===== src/rtl/fetch_queue.sv =====
// Instruction fetch front end: drives sequential fetch addresses, buffers returned words with
// their PCs in a DEPTH-entry FIFO, and redirects/drains on branch targets.
module fetch_queue #(
   parameter int XLEN  = 32,
   parameter int DEPTH = 4
) (
   input  logic                         clk,
   input  logic                         rst_n,
   input  logic [XLEN-1:0]              start_address,
   input  logic                         redirect_v,
   input  logic [XLEN-1:0]              redirect_adr,
   output logic [XLEN-1:0]              imem_adr,
   input  logic [XLEN-1:0]              imem_resp,
   input  logic                         imem_resp_v,
   output logic [XLEN-1:0]              inst_o,
   output logic [XLEN-1:0]              inst_pc_o,
   output logic                         inst_v_o,
   input  logic                         inst_ready_i,
   output logic [$clog2(DEPTH+1)-1:0]   count_o
);

   localparam int CW = $clog2(DEPTH + 1);
   localparam int PW = $clog2(DEPTH);
   localparam logic [CW-1:0] FULL_CNT = CW'(DEPTH);

   typedef enum logic [1:0] {S_BOOT, S_FETCH, S_DRAIN} state_e;

   state_e            state_q, state_d;
   logic [XLEN-1:0]   fetch_pc_q, fetch_pc_d;
   logic [XLEN-1:0]   target_pc_q, target_pc_d;
   logic [CW-1:0]     count_q, count_d;
   logic [PW-1:0]     rd_ptr_q, rd_ptr_d;
   logic [PW-1:0]     wr_ptr_q, wr_ptr_d;
   logic [XLEN-1:0]   pc_mem_q   [DEPTH];
   logic [XLEN-1:0]   inst_mem_q [DEPTH];

   logic              push, pop, flush;
   logic [XLEN-1:0]   redirect_pc;

   assign redirect_pc = redirect_adr & ~XLEN'(3);

   // NOTE: every signal driven here gets a default first so no path can infer a latch.
   always_comb begin
      state_d     = state_q;
      fetch_pc_d  = fetch_pc_q;
      target_pc_d = target_pc_q;
      push        = 1'b0;
      flush       = redirect_v && (state_q != S_BOOT);
      pop         = (count_q != '0) && inst_ready_i;
      case (state_q)
         S_BOOT: begin
            fetch_pc_d = start_address & ~XLEN'(3);
            state_d    = S_FETCH;
         end
         S_FETCH: begin
            if (redirect_v) begin
               // A response arriving with the redirect is stale, so restart immediately.
               if (imem_resp_v) begin
                  fetch_pc_d = redirect_pc;
               end else begin
                  target_pc_d = redirect_pc;
                  state_d     = S_DRAIN;
               end
            end else if (imem_resp_v && (count_q != FULL_CNT)) begin
               push       = 1'b1;
               fetch_pc_d = fetch_pc_q + XLEN'(4);
            end
         end
         S_DRAIN: begin
            if (redirect_v) begin
               if (imem_resp_v) begin
                  fetch_pc_d = redirect_pc;
                  state_d    = S_FETCH;
               end else begin
                  target_pc_d = redirect_pc;
               end
            end else if (imem_resp_v) begin
               fetch_pc_d = target_pc_q;
               state_d    = S_FETCH;
            end
         end
         default: state_d = S_BOOT;
      endcase
   end

   always_comb begin
      count_d  = count_q;
      rd_ptr_d = rd_ptr_q;
      wr_ptr_d = wr_ptr_q;
      if (flush) begin
         count_d  = '0;
         rd_ptr_d = '0;
         wr_ptr_d = '0;
      end else begin
         if (push) wr_ptr_d = wr_ptr_q + PW'(1);
         if (pop)  rd_ptr_d = rd_ptr_q + PW'(1);
         case ({push, pop})
            2'b10:   count_d = count_q + CW'(1);
            2'b01:   count_d = count_q - CW'(1);
            default: count_d = count_q;
         endcase
      end
   end

   // NOTE: sequential state uses non-blocking assignments so all flops update from pre-edge values.
   always_ff @(posedge clk or negedge rst_n) begin
      if (!rst_n) begin
         state_q     <= S_BOOT;
         fetch_pc_q  <= '0;
         target_pc_q <= '0;
         count_q     <= '0;
         rd_ptr_q    <= '0;
         wr_ptr_q    <= '0;
      end else begin
         state_q     <= state_d;
         fetch_pc_q  <= fetch_pc_d;
         target_pc_q <= target_pc_d;
         count_q     <= count_d;
         rd_ptr_q    <= rd_ptr_d;
         wr_ptr_q    <= wr_ptr_d;
      end
   end

   // NOTE: storage is not reset; entries are only visible through count_q, which is.
   always_ff @(posedge clk) begin
      if (push) begin
         pc_mem_q[wr_ptr_q]   <= fetch_pc_q;
         inst_mem_q[wr_ptr_q] <= imem_resp;
      end
   end

   assign imem_adr  = fetch_pc_q;
   assign count_o   = count_q;
   assign inst_v_o  = (count_q != '0);
   assign inst_o    = inst_v_o ? inst_mem_q[rd_ptr_q] : '0;
   assign inst_pc_o = inst_v_o ? pc_mem_q[rd_ptr_q]   : '0;

endmodule


===== config.mk =====
export PLATFORM = sky130hd
export DESIGN_NAME = fetch_queue
export DESIGN_NICKNAME = d
export VERILOG_FILES = /design/src/rtl/fetch_queue.sv
export SDC_FILE = /design/constraint.sdc
export NUM_CORES = 1
export LEC_CHECK = 0
export CAP_MARGIN = 30
export CORE_ASPECT_RATIO = 1.4
export CORE_MARGIN = 2
export CORE_UTILIZATION = 57
export CTS_BUF_LIST = sky130_fd_sc_hd__clkbuf_2 sky130_fd_sc_hd__clkbuf_4 sky130_fd_sc_hd__clkbuf_8
export CTS_CLUSTER_SIZE = 24
export DETAILED_ROUTE_END_ITERATION = 7
export GPL_TIMING_DRIVEN = 0
export PLACE_DENSITY = 0.86
export REMOVE_ABC_BUFFERS = 1
export SLEW_MARGIN = 10
export SYNTH_ARGS = -nofsm -noshare
export SYNTH_HDL_FRONTEND = slang
export SYNTH_SLANG_ARGS = --single-unit

===== constraint.sdc =====
create_clock -name clk -period 4.6 [get_ports clk]
set_input_delay 0.69 -clock clk [delete_from_list [all_inputs] [get_ports clk]]
set_output_delay 0.69 -clock clk [all_outputs]
set_load 0.02 [all_outputs]

Yosys cells after proc, flatten, opt, wreduce, memory -nomap -nowiden
Memory sizes are Yosys's and may differ from the RTL's.
Cells that the tools add are included.
Widths: inputs -> output; s select.
- register bits: 71
- RAM bits: 256
- logic and storage cells: 61
- memories: 2
- memory list (memory ; words ; bits a word ; rd ports ; clocked after Yosys merged registers in ; write ports ; RTL line ; RTL):
    inst_mem_q ; 4 ; 32 ; 1 ; 0 ; 1 ; 35 ; logic [XLEN-1:0] inst_mem_q [DEPTH];
    pc_mem_q ; 4 ; 32 ; 1 ; 0 ; 1 ; 34 ; logic [XLEN-1:0] pc_mem_q [DEPTH];
- add/subtract/negate cells: 5
- equality and inequality tests: 10
- mux-type cells: 23
- bitwise logic cells: 1
- reductions and logical operators: 14
- operator list (operator ; number):
    $mux 32 ; 7
    $pmux 32 s3 ; 1
    $add 32x3->32 const B ; 1
    $mux 2 ; 7
    $ne 3x3->1 const B ; 3
    $reduce_and 3->1 ; 3
    $reduce_bool 3->1 ; 3
    $ne 2x2->1 const B ; 3
    $pmux 2 s3 ; 1
    $pmux 3 s2 ; 1
    $reduce_bool 2->1 ; 3
    $mux 1 ; 5
    $add 2x1->2 const B ; 2
    $eq 2x1->1 const B ; 2
    $eq 2x2->1 const B ; 2
    $add 3x1->3 const B ; 1
    $logic_and 1x1->1 ; 3
    $mux 3 ; 1
    $sub 3x1->3 const B ; 1
    $logic_not 2->1 ; 1
    $reduce_or 2->1 ; 1
    $not 1->1 ; 1

Longest topological paths before layout
Gate-level depths: netlist of run 1.
- word-level depth: 8
- mapped depth: 13
- depth with buffers taken out: 11

Worst setup path before layout of run 1
OpenSTA, ideal clock, no wires.
- path type: register to register
- start point: register state_q[1]
- end point: memory inst_mem_q[0][0], enable pin
- data arrival time: 2859 ps
- data required time: 4171 ps
- slack: 1312 ps
- cell stages (with the launch flop): 8
- period minus slack after synthesis: 3288 ps
- cells stage by stage: dfrtp_1 -> inv_1 -> ha_1 -> nor2b_1 -> buf_2 -> and3_1 -> buf_2 -> and2_1
- word-level cells in the longest chain between the ends: 4
- RTL lines (item ; RTL line ; RTL):
    start: declaration ; 28 ; state_e state_q, state_d;
    start signal: assignment ; 115 ; state_q <= state_d;
    $eq 2x1->1 ; 50 ; case (state_q)
    $mux 1 ; 50 ;
    $mux 1 ; 126 ; if (push) begin
    $mux 1 (not written as such) ; 128 ; inst_mem_q[wr_ptr_q] <= imem_resp;
    end: declaration ; 35 ;
No other way between the ends.

Worst setup path after layout of run 1
- start point: register count_q[1] (netlist: count_o[1])
- end point: output port inst_pc_o[16]
- word-level cells in the longest chain between the ends: 2
- RTL lines (item ; RTL line ; RTL):
    start: declaration ; 31 ; logic [CW-1:0] count_q, count_d;
    start signal: assignment ; 118 ; count_q <= count_d;
    $reduce_bool 3->1 ; 134 ; assign inst_v_o = (count_q != '0);
    $mux 32 ; 136 ; assign inst_pc_o = inst_v_o ? pc_mem_q[rd_ptr_q] : '0;
    end: declaration ; 16 ; output logic [XLEN-1:0] inst_pc_o,
No other way between the ends.

==> results.json, run 1 <==
{
  "syn_avg_cell_area_sq_um": 15.2,
  "drv_slew": 0,
  "drive_above_1_share_pct": 17.6,
  "hold_slack_ns": 0.507,
  "die-height_microns": 192,
  "clock_skew_ns": 0.0383,
  "grt_pass1_vias": 9528,
  "intPower_mw": 7.45,
  "p_total_mw": 11.9,
  "rsz0062_at_grt": "false",
  "synthTopCellsByArea": "edfxtp_1 (53%), dfrtp_1 (12%), mux4_2 (10%)",
  "finalNonFillerCells": 1505,
  "final_common_cell": "edfxtp_1",
  "gp_congestion": 0.825,
  "grt_max_degree": 57,
  "grt_pass1_wl_mm": 53.3,
  "hold_viol": 0,
  "fill_cells": 1578,
  "clk_path_buf_depth": 3,
  "dieArea_sq_um": 26600,
  "ys_types": 60,
  "comb_power_share_pct": 44.2,
  "required_ns": 3.91,
  "grt_antenna_before_repair": 2,
  "clockPowerShare_pct": 18.4,
  "syn-cell-area_sq_um": 14400,
  "cp.arrival_ns": 2.98,
  "drt_first_pass_iters": 5,
  "async_flop_share_pct": 21.7,
  "vias": 9344,
  "max_slew.worst_pin.slew_ns": 0.809,
  "fin_nets": 1265,
  "p_seq_share_pct": 37.5,
  "synth_area_leader_cell": "edfxtp_1",
  "layout_common_cells": "edfxtp_1 (256), clkdlybuf4s50_1 (194), dfrtp_1 (69)",
  "die_x_microns": 138,
  "period_minus_slack_ns": 3.67,
  "rows": 68,
  "synthDominantCellAreaShare_pct": 53.3,
  "clockRootBuffer": "clkbuf_8",
  "route.detailed.drc": 0,
  "port_buffers": 196,
  "clock_latency_ns": 0.60,
  "finalCritPeriodShare_pct": 79.8,
  "setup_violations": 0,
  "io_pins": 201,
  "dp_worst_setup_slack_ns": 0.789,
  "initial_core_util_pct": 58.3,
  "core_area_sq_um": 24800,
  "synth_ff_type": "edfxtp_1",
  "startpoint_type": "flip-flop",
  "antenna_left": 0,
  "dp.cells": 1419,
  "numCtsBuffers": 47,
  "final_util_pct": 72.3,
  "wl_per_cell_microns": 22.6,
  "cts_resized": 0,
  "switching_share_pct": 37.2,
  "cp_max_fo": 24,
  "peakVddDrop_uv": 533,
  "p_per_area_nw_per_um2": 663,
  "yosys_warnings": 0,
  "grt-ovfl-total": 0,
  "cts_htree_levels": 2,
  "hpwl_mm": 21.6,
  "leakage_nw": 6.20,
  "outcome": "finished clean",
  "fmax_mhz": 272,
  "crit_type": "flip-flop to output pin",
  "cts_tree": "yes",
  "worstSetupEndpointType": "output pin",
  "synth_enable_flop_cells": 256,
  "p_switching_mw": 4.42,
  "clkTransAtPathRegs_ns": 0.07,
  "track_usage_pct": 25.9,
  "synthToLayoutAreaGrowth_pct": 24.0,
  "wl_mm": 34.1,
  "dr.first_iter.drc_count": 969,
  "cts_sinks": 327,
  "vias_per_cell": 6.21,
  "max_slew_margin_pct": 45.6,
  "cap_violations": 0,
  "synthCells": 947,
  "seq_area_frac_synth_pct": 65.6,
  "holdCritPathClass": "input port to asynchronous set/reset pin",
  "synth.ff_latch_count": 327,
  "fin_ws_ns": 0.928
}
==> cell type report <==
type	count	area [sq um]	area share, %
tap	315	394	2.20
sequential	327	9470	52.9
multi-input combinational	542	4690	26.2
timing repair buffer	217	2390	13.4
antenna	3	7.51	0.0419
clock buffer	57	734	4.10
inverter	19	71.3	0.398
clock inverter	25	140	0.783
==> worst paths after layout <==
path	to	slack (ns)	cells after the start	startpoint
max in group asynchronous	rd_ptr_q[0]$_DFFE_PN0P_	3.49	3	rst_n
setup reg to reg	pc_mem_q[1][7]$_DFFE_PP_	1.05	7	state_q[1]$_DFFE_PN0P_
min in group clk	target_pc_q[16]$_DFFE_PN0P_	0.51	1	target_pc_q[16]$_DFFE_PN0P_
setup / recovery	inst_pc_o[16]	0.93	5	count_o[1]$_DFFE_PN0P_
hold reg to reg	target_pc_q[16]$_DFFE_PN0P_	0.51	1	target_pc_q[16]$_DFFE_PN0P_
hold / removal	target_pc_q[31]$_DFFE_PN0P_	0.51	2	rst_n
==> flip-flops by register name, summed over array words and instances, names as in the netlist <==
name / flops
inst_mem_q: 128
count_o: 3
state_q: 2
imem_adr: 32
target_pc_q: 30
rd_ptr_q: 2
wr_ptr_q: 2
pc_mem_q: 128
==> cells in the mapped netlist, types with 6 or more instances <==
cell / instances
dfrtp_1: 71
mux2i_1: 35
o211ai_1: 25
buf_1: 7
o21ai_0: 41
o31ai_1: 9
and2_1: 71
edfxtp_1: 256
clkbuf_1: 32
a31oi_1: 8
and3_1: 6
nor3_1: 15
mux4_2: 64
mux2_2: 30
inv_1: 19
nor2_1: 52
nand2_1: 49
nand3_1: 15
buf_2: 19
ha_1: 9
a21oi_1: 20
==> critical path, stage by stage, from the launching register on <==
cell and delay [ns]:
dfrtp_1 0.46, or3_2 0.76, buf_16 0.27, buf_16 0.16, and2_1 0.14, clkdlybuf4s50_1 0.58
==> power groups by stage <==
| stage | registers [mW] | clock network (mW) | logic (mW) |
|---|---|---|---|
| global placement | 4.62 | 0 | 4.74 |
| CTS | 4.43 | 2.23 | 5.24 |
| global route | 4.53 | 2.36 | 5.59 |
| detailed placement | 4.49 | 0 | 5.21 |
| floorplan | 4.55 | 0 | 2.85 |
| finish | 4.45 | 2.18 | 5.24 |
==> logic make-up after synthesis <==
kind of cell	Yosys count	synth area share [%]
compound gates	144	6.65
simple gates	249	9.28
mux	129	14.8
xor+xnor	10	0.607
buf+inv	78	2.22
fa+ha+maj	10	0.919
flops	327	65.6
==> per-stage QoR <==
step | cell area [sq um] | TNS, ns
global placement | 16500 | -612.09
floorplan | 14200 | 0
CTS | 17900 | 0
finish | 17900 | 0
detailed placement | 17000 | 0
global route | 17900 | 0
==> metal layers <==
metal	up-vias	wire [microns]	share of wire [%]	GRT usage, %
li1	4085	-	-	-
met1	4717	12700	37	32.8
met2	462	17900	52	45.1
met3	80	2460	7.2	4.22
met4	0	1080	3.2	10.8
met5	-	0	0	0
==> repair_timing <==
item,CTS,global route
buffers inserted,0,0
hold endpoints to repair,15,0
hold buffers,1,0
Note: power is estimated with default switching activity, not from simulation.
==> run 2: changes to the inputs <==
--- a/config.mk
+++ b/config.mk
@@ -8,12 +8,12 @@
 export CAP_MARGIN = 30
 export CORE_ASPECT_RATIO = 1.4
 export CORE_MARGIN = 2
-export CORE_UTILIZATION = 57
+export CORE_UTILIZATION = 51
 export CTS_BUF_LIST = sky130_fd_sc_hd__clkbuf_2 sky130_fd_sc_hd__clkbuf_4 sky130_fd_sc_hd__clkbuf_8
 export CTS_CLUSTER_SIZE = 24
 export DETAILED_ROUTE_END_ITERATION = 7
 export GPL_TIMING_DRIVEN = 0
-export PLACE_DENSITY = 0.86
+export PLACE_DENSITY = 0.81
 export REMOVE_ABC_BUFFERS = 1
 export SLEW_MARGIN = 10
 export SYNTH_ARGS = -nofsm -noshare
==> constraint.sdc (replaced) <==
create_clock -name clk -period 3.1 [get_ports clk]
set_input_delay 0.465 -clock clk [delete_from_list [all_inputs] [get_ports clk]]
set_output_delay 0.465 -clock clk [all_outputs]
set_load 0.02 [all_outputs]
==> results.json, run 2 (synthesized netlist as in run 1, its figures left out) <==
{
  "synthToLayoutAreaGrowth_pct": 26.1,
  "peakVddDrop_uv": 723,
  "fin_ws_ns": 0.0909,
  "wl_per_cell_microns": 22.6,
  "io_pins": 201,
  "slowest_stage": "mux4_2",
  "rsz0062_at_grt": "false",
  "fin_nets": 1273,
  "grt_antenna_before_repair": 2,
  "numCtsBuffers": 48,
  "initial_core_util_pct": 52.0,
  "cts_tree": "yes",
  "crit_type": "flip-flop to output pin",
  "final_common_cell": "edfxtp_1",
  "finalInstanceArea_sq_um": 18200,
  "dp.cells": 1471,
  "max_slew.worst_pin.slew_ns": 0.873,
  "fmax_mhz": 332,
  "drive_above_1_share_pct": 18.8,
  "vias": 9198,
  "switching_share_pct": 36.7,
  "met1_length_mm": 14.0,
  "leakage_nw": 6.49,
  "finalNonFillerCells": 1570,
  "holdCritPathClass": "input port to asynchronous set/reset pin",
  "gp_congestion": 0.800,
  "dieArea_sq_um": 29700,
  "startpoint_type": "flip-flop",
  "finalCritPeriodShare_pct": 97.1,
  "grt-ovfl-total": 0,
  "max_stage_delay_ns": 0.55,
  "final_util_pct": 65.6,
  "drt_first_pass_iters": 5,
  "vias_per_cell": 5.86,
  "worstSetupEndpointType": "output pin",
  "setup_violations": 0,
  "cp_max_fo": 23,
  "cts_htree_levels": 2,
  "comb_power_share_pct": 43.8,
  "p_seq_share_pct": 36.2,
  "period_minus_slack_ns": 3.01,
  "die-height_microns": 203,
  "highest_layer": "met5",
  "grt_max_degree": 52,
  "dr.first_iter.drc_count": 512,
  "clk_path_buf_depth": 3,
  "drv_slew": 0,
  "wl_met2_mm": 18.6,
  "cts_sinks": 327,
  "wl_mm": 35.5,
  "hold_viol": 0,
  "clock_latency_ns": 0.59,
  "clockPowerShare_pct": 20.0,
  "port_buffers": 196,
  "p_switching_mw": 6.57,
  "grt_pass1_wl_mm": 53.9,
  "rows": 72,
  "intPower_mw": 11.3,
  "antenna_left": 0,
  "cp.arrival_ns": 2.54,
  "grt_pass1_vias": 9422,
  "dp_worst_setup_slack_ns": -0.629,
  "outcome": "finished clean",
  "die_x_microns": 146,
  "route.met3.wl_mm": 2.02,
  "placed_area_sq_um": 17100,
  "p_per_area_nw_per_um2": 985,
  "required_ns": 2.63,
  "cap_violations": 0,
  "core_area_sq_um": 27700,
  "path_cells": "buf_12 > mux4_2 > and2_1 > clkdlybuf4s50_1",
  "route.detailed.drc": 0,
  "max_slew_margin_pct": 41.6,
  "hpwl_mm": 21.3,
  "layout_common_cells": "edfxtp_1 (256), clkdlybuf4s50_1 (162), dfrtp_1 (69)",
  "clock_skew_ns": 0.0377,
  "clockRootBuffer": "clkbuf_8",
  "clkTransAtPathRegs_ns": 0.07,
  "track_usage_pct": 23.8
}
## run 2: power groups by stage
stage / sequential [mW] / clock, mW / combinational, mW
3_5_place_dp: 6.67 / 0 / 7.70
6_report: 6.49 / 3.58 / 7.85
3_3_place_gp: 6.86 / 0 / 7.07
4_1_cts: 6.51 / 3.65 / 7.86
5_1_grt: 6.59 / 3.82 / 8.45
2_1_floorplan: 6.75 / 0 / 4.23
## run 2: routing by layer
layer / track usage [%] / vias to the layer above
met5: 0 / -
li1: - / 4107
met3: 3.96 / 51
met2: 41.9 / 358
met1: 30.3 / 4680
met4: 7.80 / 2
## run 2: layout make-up
type	instances	area, sq um
Clock buffer	69	843
Timing Repair Buffer	220	2450
Fill cell	2051	9550
Antenna cell	1	2.50
Multi-Input combinational cell	546	4740
Sequential cell	327	9470
Tap cell	370	463
Clock inverter	18	154
Inverter	19	71.3
## run 2: worst max-delay path, delay by kind of cell, from the launching register on
family | cells | cell delay [ns]
mux | 1 | 0.55
simple gates | 1 | 0.17
flops | 1 | 0.44
buf+inv | 2 | 0.77
## run 2: final timing paths
path / startpoint / to / slack [ns] / cells past startpoint
min in group clk: target_pc_q[16]$_DFFE_PN0P_ / target_pc_q[16]$_DFFE_PN0P_ / 0.51 / 1
worst max-delay path: rd_ptr_q[0]$_DFFE_PN0P_ / inst_o[5] / 0.09 / 4
worst max register to register: state_q[1]$_DFFE_PN0P_ / imem_adr[29]$_DFFE_PN0P_ / 0.22 / 9
worst min-delay path: rst_n / target_pc_q[23]$_DFFE_PN0P_ / 0.35 / 2
worst min register to register: target_pc_q[16]$_DFFE_PN0P_ / target_pc_q[16]$_DFFE_PN0P_ / 0.51 / 1
max in group asynchronous: rst_n / imem_adr[13]$_DFFE_PN0P_ / 2.17 / 3
## run 2: stage by stage
stage | power, mW | hold slack [ns] | setup TNS (ns)
final | 17.9 | 0.349 | 0
after detailed placement | 14.4 | 0.394 | -110.85
after floorplan | 11.0 | 0.169 | -258.23
after global routing | 18.9 | 0.369 | 0
after global placement | 13.9 | 0.487 | -1280.20
after CTS | 18.0 | 0.333 | -0.942
## run 2: repair_timing
item,in CTS,in global routing
gates resized for setup,29,11
hold endpoints to repair,21,0
hold buffers,1,0
pin swaps,3,0
buffers inserted,3,2
cloned,4,1
endpoints found under the setup margin,311,113
